File: src/rtl/bp_update_ctrl.sv
// Update scheduler and table-initialisation sequencer for the tournament predictor's write port.
// Buffers execute-stage resolutions in a small FIFO and sweeps table indices after reset/flush.
module bp_update_ctrl #(
   parameter int unsigned INDEX_BITS = 8,
   parameter int unsigned FIFO_DEPTH = 4
) (
   input  logic                  clk,
   input  logic                  rst,
   input  logic                  flush_req,
   input  logic                  res_valid,
   output logic                  res_ready,
   input  logic [31:0]           res_pc,
   input  logic                  res_taken,
   input  logic                  res_pred_taken,
   output logic                  tbl_we,
   input  logic                  tbl_ready,
   output logic                  tbl_init,
   output logic [INDEX_BITS-1:0] tbl_index,
   output logic [31:0]           tbl_pc,
   output logic                  tbl_taken,
   output logic                  pred_enable,
   output logic                  mispredict,
   output logic [31:0]           branch_cnt,
   output logic [31:0]           mispredict_cnt
);

   localparam int unsigned PTR_W = (FIFO_DEPTH > 1) ? $clog2(FIFO_DEPTH) : 1;
   localparam logic [PTR_W:0] FULL_CNT = FIFO_DEPTH[PTR_W:0];

   typedef enum logic {StSweep, StRun} state_e;

   state_e                state_q, state_d;
   logic [INDEX_BITS-1:0] sweep_idx_q, sweep_idx_d;
   logic [31:0]           pc_mem [FIFO_DEPTH];
   logic                  taken_mem [FIFO_DEPTH];
   logic [PTR_W-1:0]      wr_ptr_q, rd_ptr_q;
   logic [PTR_W:0]        count_q;
   logic                  mispredict_q;
   logic [31:0]           branch_cnt_q, mispredict_cnt_q;
   logic                  push, pop;

   always_comb begin
      state_d     = state_q;
      sweep_idx_d = sweep_idx_q;
      tbl_we      = 1'b0;
      tbl_init    = 1'b0;
      tbl_index   = '0;
      tbl_pc      = '0;
      tbl_taken   = 1'b0;
      res_ready   = 1'b0;
      pred_enable = 1'b0;
      unique case (state_q)
         StSweep: begin
            tbl_we    = 1'b1;
            tbl_init  = 1'b1;
            tbl_index = sweep_idx_q;
            if (tbl_ready) begin
               // Natural wrap returns the index to 0 as the sweep completes.
               sweep_idx_d = sweep_idx_q + 1'b1;
               if (sweep_idx_q == '1) state_d = StRun;
            end
         end
         StRun: begin
            pred_enable = 1'b1;
            res_ready   = (count_q < FULL_CNT) && !flush_req;
            tbl_we      = (count_q != '0);
            tbl_index   = pc_mem[rd_ptr_q][INDEX_BITS+1:2];
            tbl_pc      = pc_mem[rd_ptr_q];
            tbl_taken   = taken_mem[rd_ptr_q];
         end
      endcase
      if (flush_req) begin
         state_d     = StSweep;
         sweep_idx_d = '0;
      end
      if (rst) begin
         tbl_we    = 1'b0;
         res_ready = 1'b0;
      end
   end

   assign push = res_valid && res_ready;
   assign pop  = (state_q == StRun) && tbl_we && tbl_ready && !flush_req;

   always_ff @(posedge clk) begin
      if (rst) begin
         state_q     <= StSweep;
         sweep_idx_q <= '0;
         wr_ptr_q    <= '0;
         rd_ptr_q    <= '0;
         count_q     <= '0;
      end else begin
         state_q     <= state_d;
         sweep_idx_q <= sweep_idx_d;
         if (flush_req) begin
            wr_ptr_q <= '0;
            rd_ptr_q <= '0;
            count_q  <= '0;
         end else begin
            if (push) wr_ptr_q <= wr_ptr_q + 1'b1;
            if (pop)  rd_ptr_q <= rd_ptr_q + 1'b1;
            if (push && !pop)      count_q <= count_q + 1'b1;
            else if (pop && !push) count_q <= count_q - 1'b1;
         end
      end
   end

   always_ff @(posedge clk) begin
      if (push) begin
         pc_mem[wr_ptr_q]    <= res_pc;
         taken_mem[wr_ptr_q] <= res_taken;
      end
   end

   always_ff @(posedge clk) begin
      if (rst) begin
         mispredict_q     <= 1'b0;
         branch_cnt_q     <= '0;
         mispredict_cnt_q <= '0;
      end else begin
         mispredict_q <= push && (res_taken != res_pred_taken);
         if (push) begin
            if (branch_cnt_q != '1) branch_cnt_q <= branch_cnt_q + 1'b1;
            if ((res_taken != res_pred_taken) && (mispredict_cnt_q != '1)) begin
               mispredict_cnt_q <= mispredict_cnt_q + 1'b1;
            end
         end
      end
   end

   assign mispredict     = mispredict_q;
   assign branch_cnt     = branch_cnt_q;
   assign mispredict_cnt = mispredict_cnt_q;

endmodule

File: config.mk
export PLATFORM = sky130hd
export DESIGN_NAME = bp_update_ctrl
export DESIGN_NICKNAME = d
export VERILOG_FILES = /design/src/rtl/bp_update_ctrl.sv
export SDC_FILE = /design/constraint.sdc
export NUM_CORES = 1
export LEC_CHECK = 0
export BUFFER_PORTS_ARGS = -buffer_cell sky130_fd_sc_hd__buf_2
export CORE_MARGIN = 2
export CORE_UTILIZATION = 50
export DETAILED_ROUTE_END_ITERATION = 6
export PLACE_DENSITY = 0.86
export SLEW_MARGIN = 20
export SYNTH_ARGS = -nofsm -noshare
export SYNTH_HDL_FRONTEND = slang
export SYNTH_SLANG_ARGS = --single-unit
File: constraint.sdc
create_clock -name clk -period 2.75 [get_ports clk]
set_clock_uncertainty 0.15 [all_clocks]
set_input_delay 0.1375 -clock clk [delete_from_list [all_inputs] [get_ports clk]]
set_output_delay 0.1375 -clock clk [all_outputs]
set_load 0.02 [all_outputs]
==> After elaboration in Yosys (flattened, before gate mapping) <==
Memory sizes are Yosys's and may differ from the RTL's. A register that Yosys moved wholly into a read port is not among the register bits.
Cells that the tools add are included.
{ "word_totals": {"register_bits": 81, "ram_bits": 132, "in_bits": 39, "output_inout_bits": 110, "word_cells": 61, "n_memories": 2} }
{ "classes": {"n_addsub": 7, "n_lt_le_gt_ge": 1, "n_eq_ne": 4, "mux": 20, "bitwise": 1, "reduce_logical": 18} }
{ "mem_list": {"columns": ["name", "words", "word_bits", "read_ports", "rd_clocked_by_memory_dff", "wr", "line_no", "source"], "rows": [
  ["pc_mem", 4, 32, 1, 1, 1, "34", "logic [31:0] pc_mem [FIFO_DEPTH];"],
  ["taken_mem", 4, 1, 1, 1, 1, "35", "logic taken_mem [FIFO_DEPTH];"]
]} }
{ "ops": {"columns": ["op", "n"], "rows": [
  ["adder 32 x 1 -> 32 bit, second input constant", 2],
  ["!= test 32 bit, second input constant", 2],
  ["two-way mux 32 bit", 1],
  ["one-hot mux 8 bit (2 select lines)", 1],
  ["two-way mux 1 bit", 11],
  ["logical AND 1 bit", 9],
  ["adder 8 x 1 -> 8 bit, second input constant", 1],
  ["equality test 8 bit, second input constant", 1],
  ["two-way mux 2 bit", 4],
  ["two-way mux 3 bit", 2],
  ["AND reduction 2 bit", 3],
  ["adder 2 x 1 -> 2 bit, second input constant", 2],
  ["adder 3 x 1 -> 3 bit, second input constant", 1],
  ["logical NOT 1 bit", 3],
  ["less-than comparator 3 bit, second input constant", 1],
  ["nonzero test 3 bit", 1],
  ["subtractor 3 x 1 -> 3 bit, second input constant", 1],
  ["one-hot mux 1 bit (2 select lines)", 1],
  ["nonzero test 2 bit", 1],
  ["OR reduction 2 bit", 1],
  ["!= test 1 bit", 1],
  ["NOT 1 bit", 1]
]} }

==> Longest topological paths before layout <==
{ "depth": {"word_depth": 9, "mapped_depth": 11} }

==> Worst setup path after synthesis <==
OpenSTA, ideal clock, no wires.
{ "synth_path": {"path_kind": "register -> register", "start": "register state_q", "end": "register count_q[2]", "setup_ns": 0.071, "arrival_ns": 2.679, "setup_slack_ns": -0.150, "path_stages_with_launch": 12, "n_path_buf": 1, "period_less_slack_ns": 2.900, "cell_sequence": "dfxtp_1 -> or4b_4 -> inv_2 -> nand2_1 -> inv_1 -> buf_2 -> ha_1 -> inv_1 -> fa_1 -> xor2_1 -> or3_1 -> a21oi_1"} }
{ "synth_between": {"word_cells_on_any_way": 15, "cone_classes": "mux (5); bitwise (1); reduce/logical (9)"} }
{ "synth_rtl": {"columns": ["element", "line_no", "source"], "rows": [
  ["start: declaration", "32", "state_e state_q, state_d;"],
  ["start signal: assignment", "87", "state_q <= StSweep;"],
  ["start signal: assignment", "93", "state_q <= state_d;"],
  ["two-way mux 1 bit (*)", "52", "unique case (state_q)"],
  ["two-way mux 1 bit (*)", "76", "if (rst) begin"],
  ["named net res_ready", "11", "output logic res_ready,"],
  ["logical AND 1 bit (*)", "82", "assign push = res_valid && res_ready;"],
  ["named net push", "40", "logic push, pop;"],
  ["logical NOT 1 bit", "103", "else if (pop && !push) count_q <= count_q - 1'b1;"],
  ["logical AND 1 bit", "103", null],
  ["nonzero test 2 bit (no source line)", null, null],
  ["end signal: assignment", "102", "if (push && !pop) count_q <= count_q + 1'b1;"],
  ["end signal: assignment", "103", null],
  ["end: declaration", "37", "logic [PTR_W:0] count_q;"]
]} }
Mark *: on every way through the listed nets, which the timed path passes. The rest lies on a longest branch.
A chain may end at the register's enable or synchronous reset.

==> Final worst setup path <==
{ "layout_path": {"start": "register count_q[2]", "end": "register branch_cnt_q[29], in the netlist branch_cnt[29]"} }
{ "layout_between": {"elab_chain_len": 6} }
{ "layout_rtl": {"columns": ["element", "line_no", "source"], "rows": [
  ["less-than comparator 3 bit", "65", "res_ready = (count_q < FULL_CNT) && !flush_req;"],
  ["logical AND 1 bit", "65", null],
  ["two-way mux 1 bit", "52", null],
  ["two-way mux 1 bit", "76", null],
  ["logical AND 1 bit", "82", null],
  ["AND reduction 2 bit (no source line)", null, null],
  ["end signal: assignment", "123", "if (branch_cnt_q != '1) branch_cnt_q <= branch_cnt_q + 1'b1;"],
  ["end: declaration", "39", "logic [31:0] branch_cnt_q, mispredict_cnt_q;"]
]} }
Every way passes these cells.

==> impl_metrics.toml <==
[outcome]
status = "finished clean"

[timing]
slew_headroom_pct = 41.2
worstMarginPinSlew_ns = 0.868
hold_viol = 0
finalSetupViolCount = 0
slew_viol_final = 0
rsz0062_at_grt = "no"
fin_tns_setup_ns = 0
min_period_ns = 2.64
max_freq_mhz = 378
min_period_over_period_pct = 96.1

[detailed_routing]
wl_met3_um = 921
firstDrtPassIters = 5
route.met2.wl_um = 10600
top_layer = "met4"
vias = 6647
route.detailed.wl_per_inst_um = 18.0
wl_um = 21000
wl_met1_um = 8940
first_iter_violations = 373
ant_nets = 0
route.detailed.drc = 0
via_per_inst = 5.71

[synthesis]
synth_compound_area_share_pct = 7.97
synth_simple_gate_area_share_pct = 16.3
avgSynthCellArea_um2 = 12.8
async_flop_share_pct = 0
muxShareOfSynthArea_pct = 9.05
synth-edff-count = 132
ys_ff_latch = 215
synthDominantCellAreaShare_pct = 43.2
syn_inst = 717
syn-cell-area_um2 = 9180
ys.flop_type = "edfxtp_1"
synth_cell_type_count = 51
synth_top_family_by_area = "simple AND/OR/NAND/NOR gates"
synth_fp_nets = 765
synth.area.top_cells = "edfxtp_1 43%, dfxtp_1 18%, mux4_2 8.1%"
ys_seq_area_share_pct = 61.3
synth_warnings = 0
synth_xor_area_share_pct = 1.91
synth.largest_area_cell = "edfxtp_1"
synthAdderAreaFrac_pct = 1.31

[cells_and_area]
multi_input_area_um2 = 3380
ff_latch_area_um2 = 5630
layout-drive-gt1-share_pct = 27.6
final_util_pct = 63.6
fin_nets = 966
area_growth_pct = 24.4
nFillCells = 1342

[global_route]
antenna_found_initial = 1
grt_pass1_wl_um = 33400
grt_max_degree = 76
grt_pass1_vias = 6437
grt_overflow = 0
grt_usage_pct = 21.2

[clock_tree]
cts_inserted_buffers = 23
htreeDepth = 1
clock_path_buffers = 3
cts_tree = "built"
clock_latency_ns = 0.51
clkSlewWorstSetupHoldPaths_ns = 0.06
cts.sink_count = 215
post_cts_buffers = 0
root_buffer = "clkbuf_16"

[setup_path]
setup.worst_path.class = "reg -> reg"
required_ns = 3.00
startpoint_type = "flop"
reg2reg_depth = 5
crit_path_end = "branch_cnt[29]$_SDFFE_PP0P_"
r2r-start = "count_q[2]$_SDFFE_PP0P_"
path_max_fanout = 9
rrSetupSlack_ns = 0.11
regToRegEndpoint = "branch_cnt[29]$_SDFFE_PP0P_"
endpoint_kind = "flop"
path_cells = "or4b_4 -> or4_4 -> a311o_4 -> nor3_1 -> mux2_2"
crit_arrival_ns = 2.89
slowest_stage = "or4b_4"
cp-startpoint = "count_q[2]$_SDFFE_PP0P_"
critPathMaxStageDelay_ns = 0.59

[power_and_ir_drop]
leakage_nw = 4.18
ir_drop_uv = 477
powerDensity_nw_per_um2 = 562

[placement]
dp_hpwl_um = 13000
gp_congestion = 0.848
io_buffers = 148

[min_path]
hold_path.class = "in -> reg"

[floorplanning]
die_h_um = 139
die-area_um2 = 19500
die_x_um = 139
io_pins = 149
rows = 49
coreArea_um2 = 18000
start_util_pct = 51.1

[run]
maxCapViolations = 0
worst max-delay path: cells and delay by family, from the launching register on:
kind | cells | cell delay [ns]
DFF | 1 | 0.33
muxes | 1 | 0.35
and+or+nand+nor | 3 | 1.32
AOI/OAI and AO/OA | 1 | 0.39
layer usage:
layer | up-vias | GRT usage [%]
li1 | 3166 | -
met5 | - | 0
met4 | 0 | 7.02
met3 | 41 | 3.13
met1 | 3261 | 27.6
met2 | 179 | 36.8
power breakdown:
group | switching (mW) | total, mW | internal (mW)
combinational | 0.0656 | 0.127 | 0.0612
clock | 1.20 | 2.87 | 1.67
sequential | 0.00120 | 3.42 | 3.42
placed cells by master (no fill, tap or decap), types with 3 or more instances in the layout:
| cell type | Yosys | final |
|---|---|---|
| and3_1 | 10 | 6 |
| nand4_1 | 19 | 19 |
| nor2_1 | 31 | 31 |
| or2_2 | 5 | 5 |
| o31ai_1 | 17 | 17 |
| clkbuf_16 | 0 | 23 |
| clkinv_1 | 1 | 7 |
| nand3_1 | 27 | 27 |
| buf_12 | 0 | 5 |
| and2_1 | 37 | 37 |
| dfxtp_1 | 83 | 80 |
| ha_1 | 8 | 8 |
| inv_1 | 18 | 17 |
| clkbuf_1 | 25 | 9 |
| xnor2_1 | 14 | 14 |
| nor4_1 | 8 | 8 |
| and3_2 | 0 | 4 |
| or3_1 | 29 | 29 |
| edfxtp_1 | 132 | 132 |
| dfxtp_2 | 0 | 3 |
| nor3_1 | 10 | 9 |
| buf_4 | 0 | 16 |
| xor2_1 | 6 | 6 |
| nor2b_1 | 13 | 13 |
| a21o_1 | 8 | 8 |
| a21oi_1 | 48 | 48 |
| o21ai_0 | 32 | 32 |
| dlygate4sd3_1 | 0 | 38 |
| or4_1 | 19 | 19 |
| mux2_2 | 6 | 6 |
| buf_2 | 5 | 148 |
| nand2_1 | 32 | 31 |
| and4_1 | 11 | 11 |
| mux4_2 | 33 | 33 |
Yosys cell counts, types with 5 or more instances:
library cell,count
nor4_1,8
o31ai_1,17
nand3_1,27
nor3_1,10
nand4_1,19
mux4_2,33
nor2_1,31
xor2_1,6
a21o_1,8
buf_2,5
ha_1,8
or2_2,5
nand2_1,32
mux2_2,6
o21ai_0,32
nor2b_1,13
dfxtp_1,83
inv_1,18
a21oi_1,48
and4_1,11
or4_1,19
or3_1,29
xnor2_1,14
edfxtp_1,132
and2_1,37
and3_1,10
clkbuf_1,25
metrics by stage:
step | std cells | hold WS, ns | setup WS [ns] | instance area [um2] | power [mW]
final | 1165 | 0.0302 | 0.108 | 11400 | 6.42
after global placement | 1084 | 0.201 | 0.149 | 10300 | 3.57
after floorplan | 717 | 0.0864 | 0.0553 | 9190 | 3.52
after global routing | 1165 | 0.0789 | 0.0211 | 11400 | 6.61
after CTS | 1164 | 0.0138 | 0.0783 | 11400 | 6.48
after detailed placement | 1084 | 0.203 | 0.0886 | 10300 | 3.57
logic make-up (layout without fill, tap and decap cells):
family,count (synthesis),count (layout)
AND/OR/NAND/NOR,260,260
flip-flops,215,215
AO/OA/AOI/OAI,121,121
buffers and inverters,51,269
multiplexers,41,41
XOR/XNOR,20,20
adder cells (fa/ha/maj),9,9
other,0,1
what timing repair did:
action,CTS,global route
hold buffers,38,0
endpoints found under the hold margin,141,0
resized for setup,0,3
endpoints found under the setup margin,0,4
sequential cells by signal, summed over array words and instances (netlist names), named ones only:
name / flops
wr_ptr_q: 2
mispredict: 1
branch_cnt: 32
taken_mem: 4
rd_ptr_q: 2
state_q: 1
pc_mem: 128
sweep_idx_q: 8
mispredict_cnt: 32
count_q: 3
how the worst min path moves through the flow:
stage / slack, ns / from / endpoint / depth (start not counted)
2_1_floorplan: 0.09 / res_pc[0] / pc_mem[0][0]$_DFFE_PP_ / 0
3_3_place_gp: 0.20 / res_pc[10] / pc_mem[2][10]$_DFFE_PP_ / 1
3_5_place_dp: 0.20 / res_pc[25] / pc_mem[0][25]$_DFFE_PP_ / 1
4_1_cts: 0.01 / rst / rd_ptr_q[0]$_SDFFE_PP0P_ / 5
5_1_grt: 0.08 / rst / rd_ptr_q[0]$_SDFFE_PP0P_ / 5
6_report: 0.03 / rst / rd_ptr_q[0]$_SDFFE_PP0P_ / 5
area by class of cell:
type	instances	share of cell area [%]
multi-input cells	451	29.6
repair buffers	207	11.7
inverters	20	0.679
clock buffers	33	5.46
diodes	1	0.0219
clock inverters	9	0.679
flip-flops and latches	215	49.3
well taps	229	2.51
No activity file was read; power rests on OpenSTA's default activity.
